$ cat src/rtl/td4_pkg.sv
// Shared definitions for the TD4 4-bit core controller.
// Contents: opcode encodings, selector codes, FSM state type and the decoder output bundle.
package td4_pkg;

  localparam logic [3:0] OP_ADD_A   = 4'b0000;
  localparam logic [3:0] OP_MOV_A_B = 4'b0001;
  localparam logic [3:0] OP_IN_A    = 4'b0010;
  localparam logic [3:0] OP_MOV_A   = 4'b0011;
  localparam logic [3:0] OP_MOV_B_A = 4'b0100;
  localparam logic [3:0] OP_ADD_B   = 4'b0101;
  localparam logic [3:0] OP_IN_B    = 4'b0110;
  localparam logic [3:0] OP_MOV_B   = 4'b0111;
  localparam logic [3:0] OP_OUT_B   = 4'b1001;
  localparam logic [3:0] OP_OUT_IM  = 4'b1011;
  localparam logic [3:0] OP_JNC     = 4'b1110;
  localparam logic [3:0] OP_JMP     = 4'b1111;

  // Source selector output-enable codes
  localparam logic [1:0] SEL_A    = 2'd0;
  localparam logic [1:0] SEL_B    = 2'd1;
  localparam logic [1:0] SEL_IN   = 2'd2;
  localparam logic [1:0] SEL_ZERO = 2'd3;

  typedef enum logic [1:0] {
    StIdle  = 2'd0,
    StFetch = 2'd1,
    StExec  = 2'd2
  } state_e;

  typedef struct packed {
    logic [1:0] sel;
    logic       ld_a;
    logic       ld_b;
    logic       ld_out;
    logic       is_jmp;
    logic       is_jnc;
    logic       illegal;
  } dec_t;

endpackage

$ cat src/rtl/td4_decoder.sv
// Combinational TD4 opcode decoder.
// Ports:
//   opcode  in   4   instruction opcode field
//   dec     out  -   {sel, ld_a, ld_b, ld_out, is_jmp, is_jnc, illegal}
module td4_decoder
  import td4_pkg::*;
(
  input  logic [3:0] opcode,
  output dec_t       dec
);

  always_comb begin
    dec     = '0;
    dec.sel = SEL_ZERO;
    case (opcode)
      OP_ADD_A:   begin dec.sel = SEL_A;    dec.ld_a   = 1'b1; end
      OP_MOV_A_B: begin dec.sel = SEL_B;    dec.ld_a   = 1'b1; end
      OP_IN_A:    begin dec.sel = SEL_IN;   dec.ld_a   = 1'b1; end
      OP_MOV_A:   begin dec.sel = SEL_ZERO; dec.ld_a   = 1'b1; end
      OP_MOV_B_A: begin dec.sel = SEL_A;    dec.ld_b   = 1'b1; end
      OP_ADD_B:   begin dec.sel = SEL_B;    dec.ld_b   = 1'b1; end
      OP_IN_B:    begin dec.sel = SEL_IN;   dec.ld_b   = 1'b1; end
      OP_MOV_B:   begin dec.sel = SEL_ZERO; dec.ld_b   = 1'b1; end
      OP_OUT_B:   begin dec.sel = SEL_B;    dec.ld_out = 1'b1; end
      OP_OUT_IM:  begin dec.sel = SEL_ZERO; dec.ld_out = 1'b1; end
      OP_JMP:     begin dec.sel = SEL_ZERO; dec.is_jmp = 1'b1; end
      OP_JNC:     begin dec.sel = SEL_ZERO; dec.is_jnc = 1'b1; end
      default:    dec.illegal = 1'b1;
    endcase
  end

endmodule

$ cat src/rtl/td4_sequencer.sv
// TD4 fetch/execute controller: owns PC, IR and the carry flag, fetches instructions over a
// req/valid ROM interface and drives selector, immediate and register load enables.
// Ports:
//   clk        in   1     clock
//   n_rst      in   1     synchronous active-low reset
//   run        in   1     1 = execute, 0 = stop in idle after current instruction
//   rom_addr   out  N     fetch address (PC)
//   rom_req    out  1     fetch request, high throughout fetch
//   rom_data   in   4+N   instruction word
//   rom_valid  in   1     rom_data valid
//   sel        out  2     source selector (A/B/IN/zero)
//   imm        out  N     immediate to ALU
//   alu_sum    in   N     ALU result
//   alu_carry  in   1     ALU carry out
//   ld_a/ld_b/ld_out out  register load enables (exec only)
//   c_flag     out  1     registered carry flag
//   illegal    out  1     pulse in exec for an undefined opcode
module td4_sequencer
  import td4_pkg::*;
#(
  parameter int unsigned    N        = 4,
  parameter logic [N-1:0]   RESET_PC = '0
) (
  input  logic           clk,
  input  logic           n_rst,
  input  logic           run,
  output logic [N-1:0]   rom_addr,
  output logic           rom_req,
  input  logic [N+3:0]   rom_data,
  input  logic           rom_valid,
  output logic [1:0]     sel,
  output logic [N-1:0]   imm,
  input  logic [N-1:0]   alu_sum,
  input  logic           alu_carry,
  output logic           ld_a,
  output logic           ld_b,
  output logic           ld_out,
  output logic           c_flag,
  output logic           illegal
);

  state_e       state_q, state_d;
  logic [N-1:0] pc_q, pc_d;
  logic [N+3:0] ir_q, ir_d;
  logic         c_q, c_d;
  dec_t         dec;
  logic         jump_taken;

  td4_decoder u_decoder (
    .opcode (ir_q[N+3:N]),
    .dec    (dec)
  );

  // JNC tests the carry flag as it was before this instruction updates it
  assign jump_taken = dec.is_jmp | (dec.is_jnc & ~c_q);

  always_ff @(posedge clk) begin
    if (!n_rst) begin
      state_q <= StIdle;
      pc_q    <= RESET_PC;
      ir_q    <= '0;
      c_q     <= 1'b0;
    end else begin
      state_q <= state_d;
      pc_q    <= pc_d;
      ir_q    <= ir_d;
      c_q     <= c_d;
    end
  end

  always_comb begin
    state_d = state_q;
    pc_d    = pc_q;
    ir_d    = ir_q;
    c_d     = c_q;
    rom_req = 1'b0;
    sel     = SEL_ZERO;
    imm     = '0;
    ld_a    = 1'b0;
    ld_b    = 1'b0;
    ld_out  = 1'b0;
    illegal = 1'b0;

    unique case (state_q)
      StIdle: begin
        if (run) state_d = StFetch;
      end
      StFetch: begin
        rom_req = 1'b1;
        if (rom_valid) begin
          ir_d    = rom_data;
          state_d = StExec;
        end
      end
      StExec: begin
        sel     = dec.sel;
        imm     = ir_q[N-1:0];
        ld_a    = dec.ld_a;
        ld_b    = dec.ld_b;
        ld_out  = dec.ld_out;
        illegal = dec.illegal;
        if (!dec.illegal) c_d = alu_carry;
        pc_d    = jump_taken ? alu_sum : pc_q + N'(1);
        state_d = run ? StFetch : StIdle;
      end
      default: state_d = StIdle;
    endcase
  end

  assign rom_addr = pc_q;
  assign c_flag   = c_q;

endmodule

$ cat config.mk
export PLATFORM = sky130hd
export DESIGN_NAME = td4_sequencer
export DESIGN_NICKNAME = d
export VERILOG_FILES = /design/src/rtl/td4_pkg.sv /design/src/rtl/td4_decoder.sv /design/src/rtl/td4_sequencer.sv
export SDC_FILE = /design/constraint.sdc
export NUM_CORES = 1
export LEC_CHECK = 0
export BUFFER_PORTS_ARGS = -buffer_cell sky130_fd_sc_hd__buf_2
export CAP_MARGIN = 15
export CORE_MARGIN = 3
export CORE_UTILIZATION = 49
export CTS_CLUSTER_DIAMETER = 100
export DETAILED_ROUTE_END_ITERATION = 10
export PLACE_DENSITY = 0.81
export SETUP_SLACK_MARGIN = 0.02
export SLEW_MARGIN = 5
export SYNTH_ARGS = -nofsm -noshare
export SYNTH_HDL_FRONTEND = slang
export SYNTH_SLANG_ARGS = --single-unit
export TNS_END_PERCENT = 30
$ cat constraint.sdc
create_clock -name clk -period 2.9 [get_ports clk]
set_input_delay 0.145 -clock clk [delete_from_list [all_inputs] [get_ports clk]]
set_output_delay 0.145 -clock clk [all_outputs]
set_load 0.05 [all_outputs]
### Word level (Yosys, flattened, before mapping)

Index checks and enable logic that the tools add are counted.

| storage, ports and cells | value |
|---|---|
| bits in registers | 15 |
| bits of input ports | 17 |
| output and inout bits | 16 |
| logic and storage cells | 54 |

| operators by class | value |
|---|---|
| add/sub/neg operators | 1 |
| equal/unequal tests | 15 |
| multiplexer cells | 19 |
| bitwise gates (word level) | 3 |
| reduce and logical (&&, ||, !) cells | 12 |

Operators by type and width:

| kind | count |
|---|---|
| $eq A4 B3 Y1 const B | 4 |
| $eq A4 B4 Y1 const B | 4 |
| $mux W1 | 12 |
| $pmux W2 S3 | 2 |
| $reduce_or A12 Y1 | 1 |
| $eq A4 B2 Y1 const B | 2 |
| $mux W4 | 2 |
| $reduce_or A4 Y1 | 2 |
| $mux W2 | 3 |
| $reduce_and A2 Y1 | 3 |
| $reduce_or A2 Y1 | 3 |
| $add A4 B1 Y4 const B | 1 |
| $eq A4 B1 Y1 const B | 1 |
| $logic_not A4 Y1 | 1 |
| $ne A2 B2 Y1 const B | 2 |
| $reduce_or A3 Y1 | 1 |
| $eq A2 B1 Y1 const B | 1 |
| $eq A2 B2 Y1 const B | 1 |
| $logic_not A2 Y1 | 1 |
| $and A1 B1 Y1 | 1 |
| $not A1 Y1 | 1 |
| $or A1 B1 Y1 | 1 |

### Logic depth before layout (Yosys ltp)

| depth | value |
|---|---|
| word-level depth | 5 |
| gate-level depth with buffers | 4 |
| depth with buffers taken out | 4 |

### Modules after synthesis

A second synthesis with hierarchy kept.

| unflattened totals | value |
|---|---|
| cell total of the unflattened synthesis | 101 |
| area total of the unflattened synthesis | 787.0 sq um |

Modules (own cells, without submodules):

| module | times used | cells an instance | area an instance (sq um) | seq. area each (sq um) |
|---|---|---|---|---|
| td4_sequencer | 1 | 88 | 718.2 | 300.3 |
| td4_decoder | 1 | 13 | 68.8 | 0.0 |

### Worst setup path before layout

OpenSTA, ideal clock, no wires.

| timing path | value |
|---|---|
| kind | reg2out |
| start point | reg state_q[0] |
| end point | out ld_out |
| data arrival time | 1,727 ps |
| setup slack | 1,028 ps |
| stages on the path, launching flop included | 4 |
| path buffers | 1 |
| path through | dfxtp_1 nand2b_4 buf_2 nor3_1 |

| on the way | value |
|---|---|
| longest elaborated chain between the ends | 2 |

RTL lines:

| element | line | RTL |
|---|---|---|
| from (decl) | td4_sequencer.sv:42 | `state_e state_q, state_d;` |
| from (signal assigned) | td4_sequencer.sv:59 | `state_q <= StIdle;` |
| from (signal assigned) | td4_sequencer.sv:64 | `state_q <= state_d;` |
| $eq A2 B2 Y1 | td4_sequencer.sv:84 | `unique case (state_q)` |
| $mux W1 | td4_sequencer.sv:84 |  |
| to (decl) | td4_sequencer.sv:37 | `output logic ld_out,` |

No other way between the ends.

### Worst setup path in the final report

| timing path | value |
|---|---|
| start point | reg state_q[1] |
| end point | out ld_b |

| on the way | value |
|---|---|
| longest elaborated chain between the ends | 2 |

RTL lines:

| element | line | RTL |
|---|---|---|
| $eq A2 B2 Y1 | td4_sequencer.sv:84 |  |
| $mux W1 | td4_sequencer.sv:84 |  |
| to (decl) | td4_sequencer.sv:36 | `output logic ld_b,` |

No other way between the ends.

==> impl_metrics.py <==
metrics = {
    "floorplanning": {
        "rows": 13,
        "dieArea_mm2": 0.002144,
        "start_util": 0.5623,
        "die_w_um": 46.30,
        "boundaryPins": 33,
        "design.core.area_mm2": 0.001415,
        "die_height_um": 46.30,
    },
    "synth": {
        "synth_seq_area_share": 0.3774,
        "synth.area.mux_share": 0.1258,
        "synthArstFlopShare": 0,
        "ys_warn_count": 0,
        "synth.most_common_cell": "dfxtp_1",
        "yosysTopAreaCell": "dfxtp_1",
        "synth_enable_flop_cells": 0,
        "synth_top_area_share": 0.3774,
        "yosys-top-cells-count": "dfxtp_1 (15), nor2_1 (13), mux2i_1 (10), inv_1 (5)",
        "syn_area_per_cell_um2": 8.650,
        "yosys.area_share.xor_xnor": 0,
        "syn_area_um2": 795.8,
        "syn-num-nets": 110,
        "syn_inst": 92,
        "synthAdderAreaFrac": 0.01572,
        "synth_compound_area_frac": 0.1132,
        "ys_types": 33,
        "synth-simple-area-share": 0.3003,
        "synth_top_family_by_area": "simple AND/OR/NAND/NOR gates",
        "synthFlopType": "dfxtp_1",
        "yosys_register_bits": 15,
        "synth.area.top_cells": "dfxtp_1 (38%), mux2i_1 (13%), nor2_1 (6.1%)",
    },
    "route": {
        "avgViaCountPerCell": 5.533,
        "via_count": 758,
        "drt_iter0_drc": 9,
        "drc": 0,
        "drtPass1Iterations": 4,
        "routed_wirelength_um": 1768,
        "antenna_left": 0,
        "wire_per_inst_um": 12.91,
    },
    "worst_setup_path": {
        "cpPeakStageDelay_ns": 0.58,
        "cp.arrival_ns": 1.82,
        "end_kind": "primary output",
        "critical-path-slowest-cell": "nor2b_1",
        "crit_fanout": 10,
        "cp.required_ns": 2.76,
        "setup.worst_path.class": "register to primary output",
        "crit_path_start_kind": "register",
        "crit_chain": "nor2b_1, and3_1, buf_2",
    },
    "job": {
        "maxCapViolations": 0,
    },
    "run_status": {
        "outcome": "finished, final reports clean",
    },
    "pwr": {
        "p_leak_nw": 0.4818,
        "vdd_drop_max_uv": 339.0,
        "p_per_area_mw_per_mm2": 425.4,
    },
    "sta": {
        "tightestPinTransition_ns": 0.6548,
        "period_share": 0.6781,
        "slew_headroom": 0.5625,
        "fin_skew_ns": 0.003371,
        "period_needed_ns": 1.966,
        "finalSetupViolations": 0,
        "max_freq_mhz": 508.5,
        "hold_viol_final": 0,
        "rsz0062_at_grt": "no",
        "drv_slew": 0,
        "hold_ws_ns": 0.08580,
        "fin_setup_tns_ns": 0,
    },
    "global_route": {
        "grt_pass1_vias": 703,
        "grt_pass1_wl_um": 2987,
        "grt_overflow": 0,
        "antenna_found_initial": 0,
        "grt_max_degree": 13,
        "grt.total_usage": 0.1914,
    },
    "layout": {
        "seqCellArea_um2": 300.3,
        "fillers": 127,
        "drive_gt1_frac": 0.3033,
        "fin_nets": 141,
        "diodes": 0,
        "multi_input_area_um2": 441.7,
        "finalNonFillerCells": 137,
        "area_growth_pct": 21.38,
        "fin_util": 0.6826,
        "final_area_um2": 965.9,
    },
    "cts": {
        "cts.sinks": 15,
        "post-cts-setup-buffers": 0,
        "cts_root_buf": "clkbuf_4",
        "clk_pin_slew_ns": 0.09,
        "cts_buffer_depth": 2,
        "cts_hold_buf": 0,
        "cts_tree": "built",
        "ctsResizeCount": 0,
        "htreeDepth": 1,
        "clkLatencyLatePin_ns": 0.28,
        "numCtsBuffers": 3,
    },
    "place": {
        "place_congestion": 0.8336,
        "placed_cell_area_um2": 939.7,
        "io_buffer_count": 32,
        "dp.cells": 133,
        "dp_hpwl_um": 1320,
    },
    "min_path": {
        "hold_class": "input port to register",
    },
}
[cells by family after synthesis]
logic type / Yosys count
flops: 15
simple gates: 43
buf+inv: 11
mux: 10
compound gates: 12
fa+ha+maj: 1
[cell usage in the layout (no fill, tap or decap)]
master     Yosys  final
clkbuf_4       0      3
nand3b_1       2      2
buf_2          3     32
or3_1          1      1
inv_1          5      5
nand2b_4       1      1
and2b_1        1      1
dfxtp_1       15     15
o32a_1         1      1
o21ai_0        1      1
a211oi_1       1      1
a211o_1        1      1
nor4bb_1       1      1
o221ai_1       1      1
clkbuf_1       1      1
nor4_1         1      1
or2_1          1      1
ha_1           1      1
nor3_1         2      2
nor2_1        13     13
mux2i_1       10     10
nand2_1        4      4
o211ai_1       3      3
o2111ai_1      1      1
and2_1         4      4
a31oi_1        3      3
or4_1          1      1
and3_1         2      2
nor2b_1        3      3
nand3_2        1      1
nand3_1        4      4
nand2b_1       1      1
[worst max-delay path: cells and delay by family (launching register included)]
family	cells	cell delay (ns)
flops	1	0.46
buf+inv	1	0.26
simple gates	2	0.82
[report_power, final]
group / switching [mW] / internal, mW / leakage [nW]
clock: 0.0698 / 0.0534 / 0.0150
combinational: 0.0394 / 0.0252 / 0.345
sequential: 0.00889 / 0.214 / 0.122
[layer usage]
layer | global-route usage | wire length (um) | up-vias
li1 | - | - | 381
met1 | 0.2336 | 790 | 351
met2 | 0.3187 | 840 | 24
met3 | 0.03906 | 125 | 2
met4 | 0.08523 | 12 | 0
met5 | 0 | 0 | -
[through the flow]
stage / worst slack (ns) / total power, mW
after detailed placement: 1.237 / 0.2925
after global routing: 0.7773 / 0.4273
after global placement: 1.313 / 0.2907
after CTS: 0.9405 / 0.4085
after floorplan: 1.028 / 0.2722
final: 0.9336 / 0.4109
[state kept, by name (all words and copies together) (netlist names)]
register,cells
ir_q,8
c_flag,1
rom_addr,4
state_q,2
[final timing paths]
check,endpoint,from,slack (ns),cells after the start
worst min register to register,c_flag$_SDFFE_PN0P_,c_flag$_SDFFE_PN0P_,0.48,2
worst max-delay path,ld_b,state_q[1]$_SDFFE_PN0P_,0.93,3
worst min-delay path,ir_q[7]$_SDFFE_PN0P_,rom_data[7],0.09,3
worst max register to register,rom_addr[3]$_SDFFE_PN0N_,state_q[1]$_SDFFE_PN0P_,1.40,3
[area by class of cell]
type	instances	share of cell area
multi-input cells	66	0.4573
flip-flops and latches	15	0.3109
repair buffers	32	0.1658
clock buffers	4	0.02720
inverters	5	0.01943
well taps	15	0.01943
(Power assumes the default switching activity.)
